**src/rtl/ttl_nor_arbiter.sv**
```systemverilog
// ttl_nor_arbiter
//   Round-robin arbiter that time-shares one quad 2-input NOR package among
//   BLOCKS requesters. One owner at a time, ownership bounded to HOLD_MAX
//   cycles, and one dead (RELEASE) cycle between owners so the operand buses
//   in front of the shared package never overlap.
//
// Ports
//   Clk          in   single clock, rising edge
//   Clear        in   synchronous active-high reset, beats every other event
//   Req          in   [BLOCKS]  per-requester request level
//   Grant        out  [BLOCKS]  one-hot grant, zero when no owner
//   Grant_Index  out  [IW]      binary owner index (operand mux select), 0 idle
//   Busy         out  high while a grant is active (OR of Grant)
//   Timeout      out  one-cycle pulse after a grant revoked at HOLD_MAX
//
// All outputs are registered; there is no combinational Req->output path.
// DELAY_RISE/DELAY_FALL describe the package propagation delay for
// timing-annotated flows only; cycle behaviour does not depend on them.
module ttl_nor_arbiter #(
    parameter int BLOCKS     = 4,
    parameter int HOLD_MAX   = 8,
    parameter int DELAY_RISE = 0,
    parameter int DELAY_FALL = 0,
    localparam int IW = $clog2(BLOCKS),
    localparam int CW = $clog2(HOLD_MAX + 1)
) (
    input  logic              Clk,
    input  logic              Clear,
    input  logic [BLOCKS-1:0] Req,
    output logic [BLOCKS-1:0] Grant,
    output logic [IW-1:0]     Grant_Index,
    output logic              Busy,
    output logic              Timeout
);

    // Elaboration-time sanity checks on the parameter set.
    if (BLOCKS < 2) begin : g_chk_blocks
        $error("ttl_nor_arbiter: BLOCKS must be at least 2");
    end
    if (HOLD_MAX < 1) begin : g_chk_hold
        $error("ttl_nor_arbiter: HOLD_MAX must be at least 1");
    end
    if (DELAY_RISE < 0 || DELAY_FALL < 0) begin : g_chk_dly
        $error("ttl_nor_arbiter: output delays must be non-negative");
    end

    typedef enum logic [1:0] {
        S_IDLE    = 2'd0,
        S_GRANT   = 2'd1,
        S_RELEASE = 2'd2
    } state_t;

    state_t            r_state;
    logic [IW-1:0]     r_ptr;
    logic [IW-1:0]     r_owner;
    logic [CW-1:0]     r_count;
    logic [BLOCKS-1:0] r_grant;
    logic [IW-1:0]     r_gidx;
    logic              r_busy;
    logic              r_timeout;

    logic              w_found;
    logic [IW-1:0]     w_sel;
    logic [IW-1:0]     w_ptr_next;

    // Round-robin search starting at r_ptr. Walking the offsets from high to
    // low lets the smallest offset (closest to the pointer) win. The wrap is
    // done by subtraction so non-power-of-2 BLOCKS never produce an index
    // outside 0..BLOCKS-1.
    always_comb begin
        int idx;
        w_found = 1'b0;
        w_sel   = '0;
        idx     = 0;
        for (int k = BLOCKS - 1; k >= 0; k--) begin
            idx = int'(r_ptr) + k;
            if (idx >= BLOCKS) idx = idx - BLOCKS;
            if (Req[IW'(idx)]) begin
                w_found = 1'b1;
                w_sel   = IW'(idx);
            end
        end
    end

    // Pointer advances past the owner, explicit wrap for any BLOCKS.
    assign w_ptr_next = (r_owner == IW'(BLOCKS - 1)) ? '0 : r_owner + 1'b1;

    always_ff @(posedge Clk) begin
        if (Clear) begin
            r_state   <= S_IDLE;
            r_ptr     <= '0;
            r_owner   <= '0;
            r_count   <= '0;
            r_grant   <= '0;
            r_gidx    <= '0;
            r_busy    <= 1'b0;
            r_timeout <= 1'b0;
        end else begin
            r_timeout <= 1'b0;
            case (r_state)
                S_IDLE: begin
                    if (w_found) begin
                        r_owner <= w_sel;
                        r_count <= CW'(1);
                        r_grant <= BLOCKS'(1) << w_sel;
                        r_gidx  <= w_sel;
                        r_busy  <= 1'b1;
                        r_state <= S_GRANT;
                    end
                end
                S_GRANT: begin
                    if (!Req[r_owner] || r_count == CW'(HOLD_MAX)) begin
                        // Voluntary release takes priority over the timeout.
                        r_timeout <= Req[r_owner];
                        r_grant   <= '0;
                        r_gidx    <= '0;
                        r_busy    <= 1'b0;
                        r_ptr     <= w_ptr_next;
                        r_state   <= S_RELEASE;
                    end else begin
                        r_count <= r_count + 1'b1;
                    end
                end
                S_RELEASE: begin
                    r_state <= S_IDLE;
                end
                default: begin
                    r_state <= S_IDLE;
                    r_grant <= '0;
                    r_gidx  <= '0;
                    r_busy  <= 1'b0;
                end
            endcase
        end
    end

    assign Grant       = r_grant;
    assign Grant_Index = r_gidx;
    assign Busy        = r_busy;
    assign Timeout     = r_timeout;

endmodule

```
**config.mk**
```make
export PLATFORM = sky130hd
export DESIGN_NAME = ttl_nor_arbiter
export DESIGN_NICKNAME = d
export VERILOG_FILES = /design/src/rtl/ttl_nor_arbiter.sv
export SDC_FILE = /design/constraint.sdc
export NUM_CORES = 1
export LEC_CHECK = 0
export BUFFER_PORTS_ARGS = -buffer_cell sky130_fd_sc_hd__buf_2
export CORE_MARGIN = 10
export CORE_UTILIZATION = 30
export DETAILED_ROUTE_END_ITERATION = 7
export GPL_ROUTABILITY_DRIVEN = 0
export GPL_TIMING_DRIVEN = 0
export PLACE_DENSITY = 0.48
export SETUP_SLACK_MARGIN = 0.15
export SLEW_MARGIN = 20
export SYNTH_ARGS = -nofsm -noshare
export SYNTH_HDL_FRONTEND = slang
export SYNTH_SLANG_ARGS = --single-unit
```
**constraint.sdc**
```tcl
create_clock -name Clk -period 3.5 [get_ports Clk]
set_input_delay 0.35 -clock Clk [delete_from_list [all_inputs] [get_ports Clk]]
set_output_delay 0.35 -clock Clk [all_outputs]
set_load 0.05 [all_outputs]
```
# Word-level counts from Yosys, hierarchy flattened
# Cells that the tools add are included.
# totals
ram_bits	0
out_inout_bits	8
input_bits	6
reg_bits	18
elab_cells	89
latch_bits	0
romBits	0
n_memories	0
# classes
n_addsub	9
shifts	1
n_reduce_logical	10
eq_ne	7
muxes	42
n_bitwise	3
div	0
n_lt_le_gt_ge	9
n_mul	0
# ops
op	n
2-bit 2-to-1 mux	13
2-bit by 4-bit less-than comparator with 1-bit output (second input constant)	4
4-bit 2-to-1 mux	4
1-bit 2-to-1 mux	15
4-bit case mux with 3 select lines	1
1-bit binary-select mux with 2-bit select	5
3-bit >= comparator (second input constant)	3
4-bit case mux with 2 select lines	1
2-bit by 1-bit subtractor with 2-bit output (second input constant)	4
2-bit by 2-bit adder with 3-bit output (second input constant)	2
2-bit != test (second input constant)	3
2-bit case mux with 3 select lines	1
2-bit AND reduction	3
3-bit AND reduction	2
4-bit by 1-bit adder with 4-bit output (second input constant)	1
2-bit == test (second input constant)	2
4-bit == test (second input constant)	1
2-bit case mux with 2 select lines	1
1-bit by 2-bit left shift with 4-bit output (first input constant)	1
2-bit by 1-bit adder with 3-bit output (second input constant)	1
2-bit by 3-bit >= comparator with 1-bit output (second input constant)	1
2-bit by 3-bit less-than comparator with 1-bit output (second input constant)	1
1-bit NOT	3
1-bit case mux with 3 select lines	1
other kinds (7)	7

# Depth between registers and ports, before layout
# Gate-level depths: netlist of the first run.
# depth
depth_word	13
depth_mapped	7
depth_no_buf	7

# Worst setup path after synthesis of the first run
# Ideal clock, no wire load.
# synth_path
path_type	reg-to-reg
start	register r_owner[1]
end	register r_gidx[1] (netlist: Grant_Index[1])
period_less_slack_ns	1.601
path_slack_ns	1.899
t_required_ns	3.383
t_arrival_ns	1.484
setup_time_ns	0.117
path_stages_with_launch	6
path_buffers	0
path_cell_list	dfxtp_1 > mux4_2 > and2_4 > a21boi_2 > nor2_2 > a22o_1
# synth_between
elab_chain_len	6
# synth_rtl
item	line_no	text
start: declaration	55	logic [IW-1:0] r_owner;
start signal: assignment	103	r_owner <= w_sel;
1-bit binary-select mux with 2-bit select	112	if (!Req[r_owner] || r_count == CW'(HOLD_MAX)) begin
1-bit 2-to-1 mux (not written as such)	112	
1-bit logical NOT	112	
1-bit logical OR	112	
2-bit != test (no line)	-	
3-bit AND reduction (no line)	-	
end signal: assignment	106	r_gidx <= w_sel;
end: declaration	58	logic [IW-1:0] r_gidx;
# No other way between the ends. The select of a mux whose other input is x is not followed.
# A chain may end at the register's enable or synchronous reset.

# Worst setup path in the final report of the first run
# Same ends and word-level chain as after synthesis.

==> results.tsv, run 1 <==
stage	metric	value	unit
cts	root buffer cell	clkbuf_4	
global_route	via count of the first global-routing pass	720	
cts	Post CTS Setup Buffer Count	0	
die	initial standard-cell utilization of the core	32.24	%
sta	headroom to the max-slew limit	46.32	%
synth	asr flop ratio synth	0	%
run	Max-Cap Viols	0	
finish	Area growth syn-to-layout	15.38	%
cts	Skew-Pair Late Insertion Delay	280	ps
worst_setup_path	kind of launch point of the worst setup path	flop	
power	PD cells	469.4	nW/um2
sta	number of endpoints failing setup at the final stage	0	
die	standard-cell rows	18	
route	total number of vias	670	
synth	most instantiated flip-flop cell in the synthesis netlist	dfxtp_1	
cts	count of hold-fix buffers inserted at cts	0	
sta	peak clock frequency supported by timing	574.1	MHz
sta	worst hold-check slack	417.3	ps
cts	sink count of the clock tree	18	
placement	worst setup timing slack at the placement stage	1663	ps
sta	Fin. Hold Viols	0	
global_route	maximum number of pins on one net before global-route repair	11	
global_route	overall fraction of global-route tracks in use	7.404	%
synth	number of warnings reported in the yosys synthesis log	0	
route	number of iterations in the first detailed-routing pass	4	
synth	number of unique standard cell types used by synthesis	29	
die	DIE HEIGHT	72.07	um
worst_setup_path	element type at the critical path end	flop	
synth	net count after synthesis	96	
cts	Worst-path clk slew	90	ps
synth	library cell with the largest summed area after synthesis	dfxtp_1	
finish	number of nets in the layout	114	
worst_setup_path	maximum fanout count along the critical path	6	
placement	I/O Buffers	13	
route	post-DR vias/cell	5.038	
worst_setup_path	setup slack of the most critical reg-to-reg path	1760	ps
synth	sequential share of the synthesized area	44.31	%
cts	depth of the CTS H-tree	1	
finish	antenna cell count	0	
sta	final period demand of the worst path	1742	ps
power	static leakage	0.4001	nW
route	post-detailed-route DRC marker count	0	
synth	mean instance size in the synthesized netlist	9.348	um2
run_status	outcome	completed	
worst_setup_path	arrival time of data at the critical path endpoint	1930	ps
global_route	remaining global-route overflow	0	
synth	Post-synth EDFFs	0	
power	maximum resistive drop on vdd	0.2425	mV
synth	Post-synth top cells	dfxtp_1 (18), nor2_1 (10), nand2_1 (7), inv_1 (6), a21oi_1 (5)	
synth	most numerous cell in the Yosys netlist	dfxtp_1	
cts	buffers from clock root to sink, at most	2	
cts	number of CTS-inserted buffers	3	
sta	RSZ-0062 raised after global routing	no	
route	number of DRC violations after detailed-routing iteration 0	11	
die	area enclosed by the die boundary	5193	um2
die	area inside the core boundary	2522	um2
finish	layout cells sized above 1	19.42	%
cts	CTS tree	done	
sta	Final Max Tran Viols	0	
placement	placed wire-length estimate	1377	um
die	top-level I/O count	14	
worst_hold_path	Tightest Hold Check Type	in2reg	
worst_setup_path	WP data required	3690	ps
global_route	first-pass GRT wire length	3146	um
power	final total power	0.0004405	W
sta	transition time at the pin with the least slew margin	799.8	ps
route	number of antenna-violating nets in the routed design	0	
synth	cell area after synthesis	813.3	um2
sta	crit share post-route	49.77	%
synth	post-synthesis cell count	87	
route	Avg WL per Cell	12.89	um
sta	clk_skew	1.445	ps
synth	total of flip-flops plus latches after synthesis	18	
global_route	antenna violations before repair	0	
worst_setup_path	worst setup path category	reg2reg	
die	Die Width	72.07	um
synth	area share of the leading cell type in the synthesized netlist	44.31	%
route	drt total wl	1715	um
sta	minimum setup slack in the final design	1758	ps
synth	biggest area contributors in the synthesized netlist	dfxtp_1 (44%), ha_1 (4.6%), nor2_1 (4.6%)	
cts	quantity of gates resized following cts	0	
finish	final core area utilization	37.20	%
sta	sum of negative setup slack	0	ps
-- metrics by stage --
step	std cells	instance area, um2
after global placement	130	915.9
after detailed placement	130	915.9
final	133	938.4
after CTS	133	938.4
after floorplan	87	813.3
after global routing	133	938.4
-- report_power, final --
part	leakage [nW]	internal (W)	switching, W
clock	0.0138	0.0000399	0.0000580
sequential	0.147	0.000220	0.0000123
combinational	0.239	0.0000385	0.0000712
-- sequential cells by signal, indices dropped and copies added (netlist names) --
signal and cells:
Timeout 1, Grant_Index 2, r_ptr 2, r_owner 2, Busy 1, Grant 4
r_count 4, r_state 2
-- path summary, 6_finish.rpt --
check             start        endpoint  depth (start not counted)
max          r_owner[1]  Grant_Index[1]                          5
min               Clear      r_count[2]                          3
max reg2reg  r_owner[1]  Grant_Index[1]                          5
min reg2reg    Grant[2]        Grant[2]                          1
-- cells in the final DEF, fill, tap and decap left out --
cell       count
nand3_1        2
nor4bb_1       1
nor2_2         1
nand2b_1       3
a311o_1        1
o22ai_1        2
nor2b_1        2
a32o_1         2
nand2_1        7
a22o_1         2
clkbuf_4       3
nor3_1         3
and3_1         2
xor2_1         2
o2bb2ai_1      2
nand3b_1       1
inv_1          6
nor2_1        10
ha_1           3
a311oi_1       1
mux4_2         1
buf_2         13
a211oi_1       2
mux2i_1        3
a21boi_2       1
clkbuf_1       1
a21o_1         1
a21oi_1        5
and2_4         1
dfxtp_1       18
o22a_1         1
-- logic make-up after synthesis --
kind of cell,count (synthesis),share of synthesized area (%)
AND/OR/NAND/NOR,33,20.31
AO/OA/AOI/OAI,20,18.92
flip-flops,18,44.31
buffers and inverters,7,3.230
multiplexers,4,6.461
adder cells (fa/ha/maj),3,4.616
XOR/XNOR,2,2.154
-- cell type report --
cell class / count / area (um2)
clock buffer: 3 / 22.52
tap: 30 / 37.54
buffer: 1 / 3.754
fill: 278 / 1584
inverter: 6 / 22.52
sequential: 18 / 360.3
timing repair buffer: 13 / 65.06
multi-input combinational: 62 / 426.7
-- worst max-delay path, cell delays in order (launching register included) --
cell      delay [ps]
dfxtp_1          390
mux4_2           560
and2_4           180
a21boi_2         190
nor2_2           100
a22o_1           230
-- layer usage --
layer  up-vias  global-route usage, %  wire length (um)
met5         -                      0                 0
met4         0                  3.226                23
met3         4                  3.401               124
met2        18                  11.27               788
met1       302                  8.659               779
li1        346                      -                 -
Note: power is estimated with default switching activity, not from simulation.
==> run 2: changes to the inputs <==
--- a/config.mk
+++ b/config.mk
@@ -5,13 +5,14 @@
 export SDC_FILE = /design/constraint.sdc
 export NUM_CORES = 1
 export LEC_CHECK = 0
+export ABC_AREA = 1
 export BUFFER_PORTS_ARGS = -buffer_cell sky130_fd_sc_hd__buf_2
 export CORE_MARGIN = 10
 export CORE_UTILIZATION = 30
 export DETAILED_ROUTE_END_ITERATION = 7
 export GPL_ROUTABILITY_DRIVEN = 0
 export GPL_TIMING_DRIVEN = 0
-export PLACE_DENSITY = 0.48
+export PLACE_DENSITY = 0.49
 export SETUP_SLACK_MARGIN = 0.15
 export SLEW_MARGIN = 20
 export SYNTH_ARGS = -nofsm -noshare
==> constraint.sdc (replaced) <==
create_clock -name Clk -period 1.4 [get_ports Clk]
set_input_delay 0.14 -clock Clk [delete_from_list [all_inputs] [get_ports Clk]]
set_output_delay 0.14 -clock Clk [all_outputs]
set_load 0.05 [all_outputs]
==> results.tsv, run 2 <==
stage	metric	value	unit
run_status	outcome	complete, but fails checks	
run_status	violated checks	setup timing	
synth	sequential share of the synthesized area	33.18	%
sta	RSZ-0062 raised after global routing	yes	
global_route	maximum number of pins on one net before global-route repair	11	
cts	CTS tree	done	
cts	number of CTS-inserted buffers	3	
power	maximum resistive drop on vdd	0.8002	mV
global_route	overall fraction of global-route tracks in use	8.267	%
worst_setup_path	arrival time of data at the critical path endpoint	1690	ps
sta	clk_skew	7.894	ps
route	drt total wl	2629	um
cts	depth of the CTS H-tree	1	
finish	antenna cell count	0	
die	standard-cell rows	21	
route	total number of vias	1053	
synth	area share of the leading cell type in the synthesized netlist	33.18	%
sta	Final Max Tran Viols	0	
finish	commonest non-fill, non-tap cell in the layout	nand2_1	
global_route	first-pass GRT wire length	4381	um
power	static leakage	0.6990	nW
worst_setup_path	element type at the critical path end	flop	
worst_hold_path	Tightest Hold Check Type	in2reg	
die	Die Width	80.17	um
synth	library cell with the largest summed area after synthesis	dfxtp_1	
sta	Fin. Hold Viols	0	
global_route	via count of the first global-routing pass	1046	
cts	Worst-path clk slew	100	ps
die	DIE HEIGHT	80.17	um
worst_setup_path	worst setup path category	reg2reg	
route	post-detailed-route DRC marker count	0	
cts	sink count of the clock tree	18	
run	Max-Cap Viols	0	
power	final total power	0.003736	W
synth	most numerous cell in the Yosys netlist	nand2_1	
synth	cell area after synthesis	1086	um2
sta	crit share post-route	106.6	%
worst_setup_path	WP data required	1590	ps
global_route	remaining global-route overflow	0	
placement	placed wire-length estimate	1945	um
power	PD cells	2484	nW/um2
sta	transition time at the pin with the least slew margin	650.3	ps
synth	total of flip-flops plus latches after synthesis	18	
worst_setup_path	maximum fanout count along the critical path	8	
synth	post-synthesis cell count	159	
route	post-DR vias/cell	4.539	
cts	count of hold-fix buffers inserted at cts	0	
synth	asr flop ratio synth	0	%
worst_setup_path	kind of launch point of the worst setup path	flop	
synth	net count after synthesis	168	
sta	headroom to the max-slew limit	56.65	%
synth	number of unique standard cell types used by synthesis	22	
die	area enclosed by the die boundary	6426	um2
route	number of iterations in the first detailed-routing pass	4	
global_route	antenna violations before repair	0	
synth	number of warnings reported in the yosys synthesis log	0	
die	top-level I/O count	14	
sta	number of endpoints failing setup at the final stage	9	
route	Avg WL per Cell	11.33	um
finish	layout cells sized above 1	52.69	%
sta	sum of negative setup slack	-566.4	ps
sta	final period demand of the worst path	1493	ps
route	number of DRC violations after detailed-routing iteration 0	31	
cts	Skew-Pair Late Insertion Delay	290	ps
placement	I/O Buffers	13	
sta	minimum setup slack in the final design	-92.61	ps
synth	most instantiated flip-flop cell in the synthesis netlist	dfxtp_1	
synth	Post-synth EDFFs	0	
die	area inside the core boundary	3416	um2
synth	mean instance size in the synthesized netlist	6.830	um2
synth	Post-synth top cells	nand2_1 (40), dfxtp_1 (18), nand2_2 (17), inv_1 (15), nor2_1 (14)	
finish	number of nets in the layout	196	
cts	buffers from clock root to sink, at most	2	
finish	leading cell types in the layout, fill and taps excluded	nand2_1 (25), nand2_2 (24), inv_1 (13), buf_2 (13), dfxtp_1 (12)	
route	number of antenna-violating nets in the routed design	0	
die	initial standard-cell utilization of the core	31.79	%
finish	Area growth syn-to-layout	38.48	%
sta	peak clock frequency supported by timing	670.0	MHz
synth	biggest area contributors in the synthesized netlist	dfxtp_1 (33%), nand2_1 (14%), nand2_2 (9.8%)	
cts	root buffer cell	clkbuf_4	
-- run 2: logic make-up (layout without fill, tap and decap cells) --
kind of cell / Yosys count / in the layout / synth area share, %
DFF: 18 / 18 / 33.18
and+or+nand+nor: 93 / 93 / 42.17
adders and majority gates: 3 / 3 / 3.457
AOI/OAI and AO/OA: 22 / 22 / 12.79
xor gates and xnor gates: 1 / 1 / 0.8066
buffers and inverters: 22 / 49 / 7.603
-- run 2: critical path, stage by stage (launching register included) --
cell and delay [ps]:
dfxtp_4 430, inv_8 70, nand2_2 80, nand2_4 60, nand2_2 100, nand2_4 70, inv_2 60, nand2_4 60
o21ai_4 190, buf_6 130, nor2_4 30, nand2_1 50, nand2_1 50
-- run 2: what timing repair did --
action	4_1_cts	5_1_grt
gates resized for setup	15	28
pin swaps	13	15
buffers inserted	4	6
endpoints found under the setup margin	14	17
-- run 2: layout make-up --
class	count	area [um2]
fill	366	1912
tap	46	57.56
clock buffer	4	26.28
inverter	21	93.84
sequential	18	375.4
timing repair buffer	23	143.9
buffer	1	3.754
multi-input combinational	119	803.3
-- run 2: path summary, 6_finish.rpt --
check | start | end | slack [ps] | cells past startpoint
max reg2reg | r_ptr[0] | Grant[2] | -90 | 12
min reg2reg | Grant[2] | Grant[2] | 460 | 2
max | r_ptr[0] | Grant[2] | -90 | 12
min | Clear | r_count[1] | 190 | 4
-- run 2: metrics by stage --
step	hold WS [ps]	cell area, um2	utilization (%)	instances	setup slack [ps]
final	187.5	1504	44.03	232	-92.61
after CTS	183.2	1373	40.18	226	-49.84
after floorplan	348.6	1139	-	159	83.72
after global routing	201.5	1504	44.03	232	-185.3
after global placement	453.1	1261	36.92	218	-101.5
after detailed placement	458.6	1261	36.92	218	-110.5
-- run 2: power by group --
part | switching, W | internal (W)
combinational | 0.00167 | 0.000920
sequential | 0.000166 | 0.000714
clock | 0.000157 | 0.000111
-- run 2: layer usage --
metal | track usage, % | vias to the layer above | routed length, um
li1 | - | 557 | -
met1 | 8.466 | 485 | 1068
met4 | 3.521 | 0 | 34
met2 | 15.41 | 7 | 1459
met3 | 2.116 | 4 | 66
met5 | 0 | - | 0
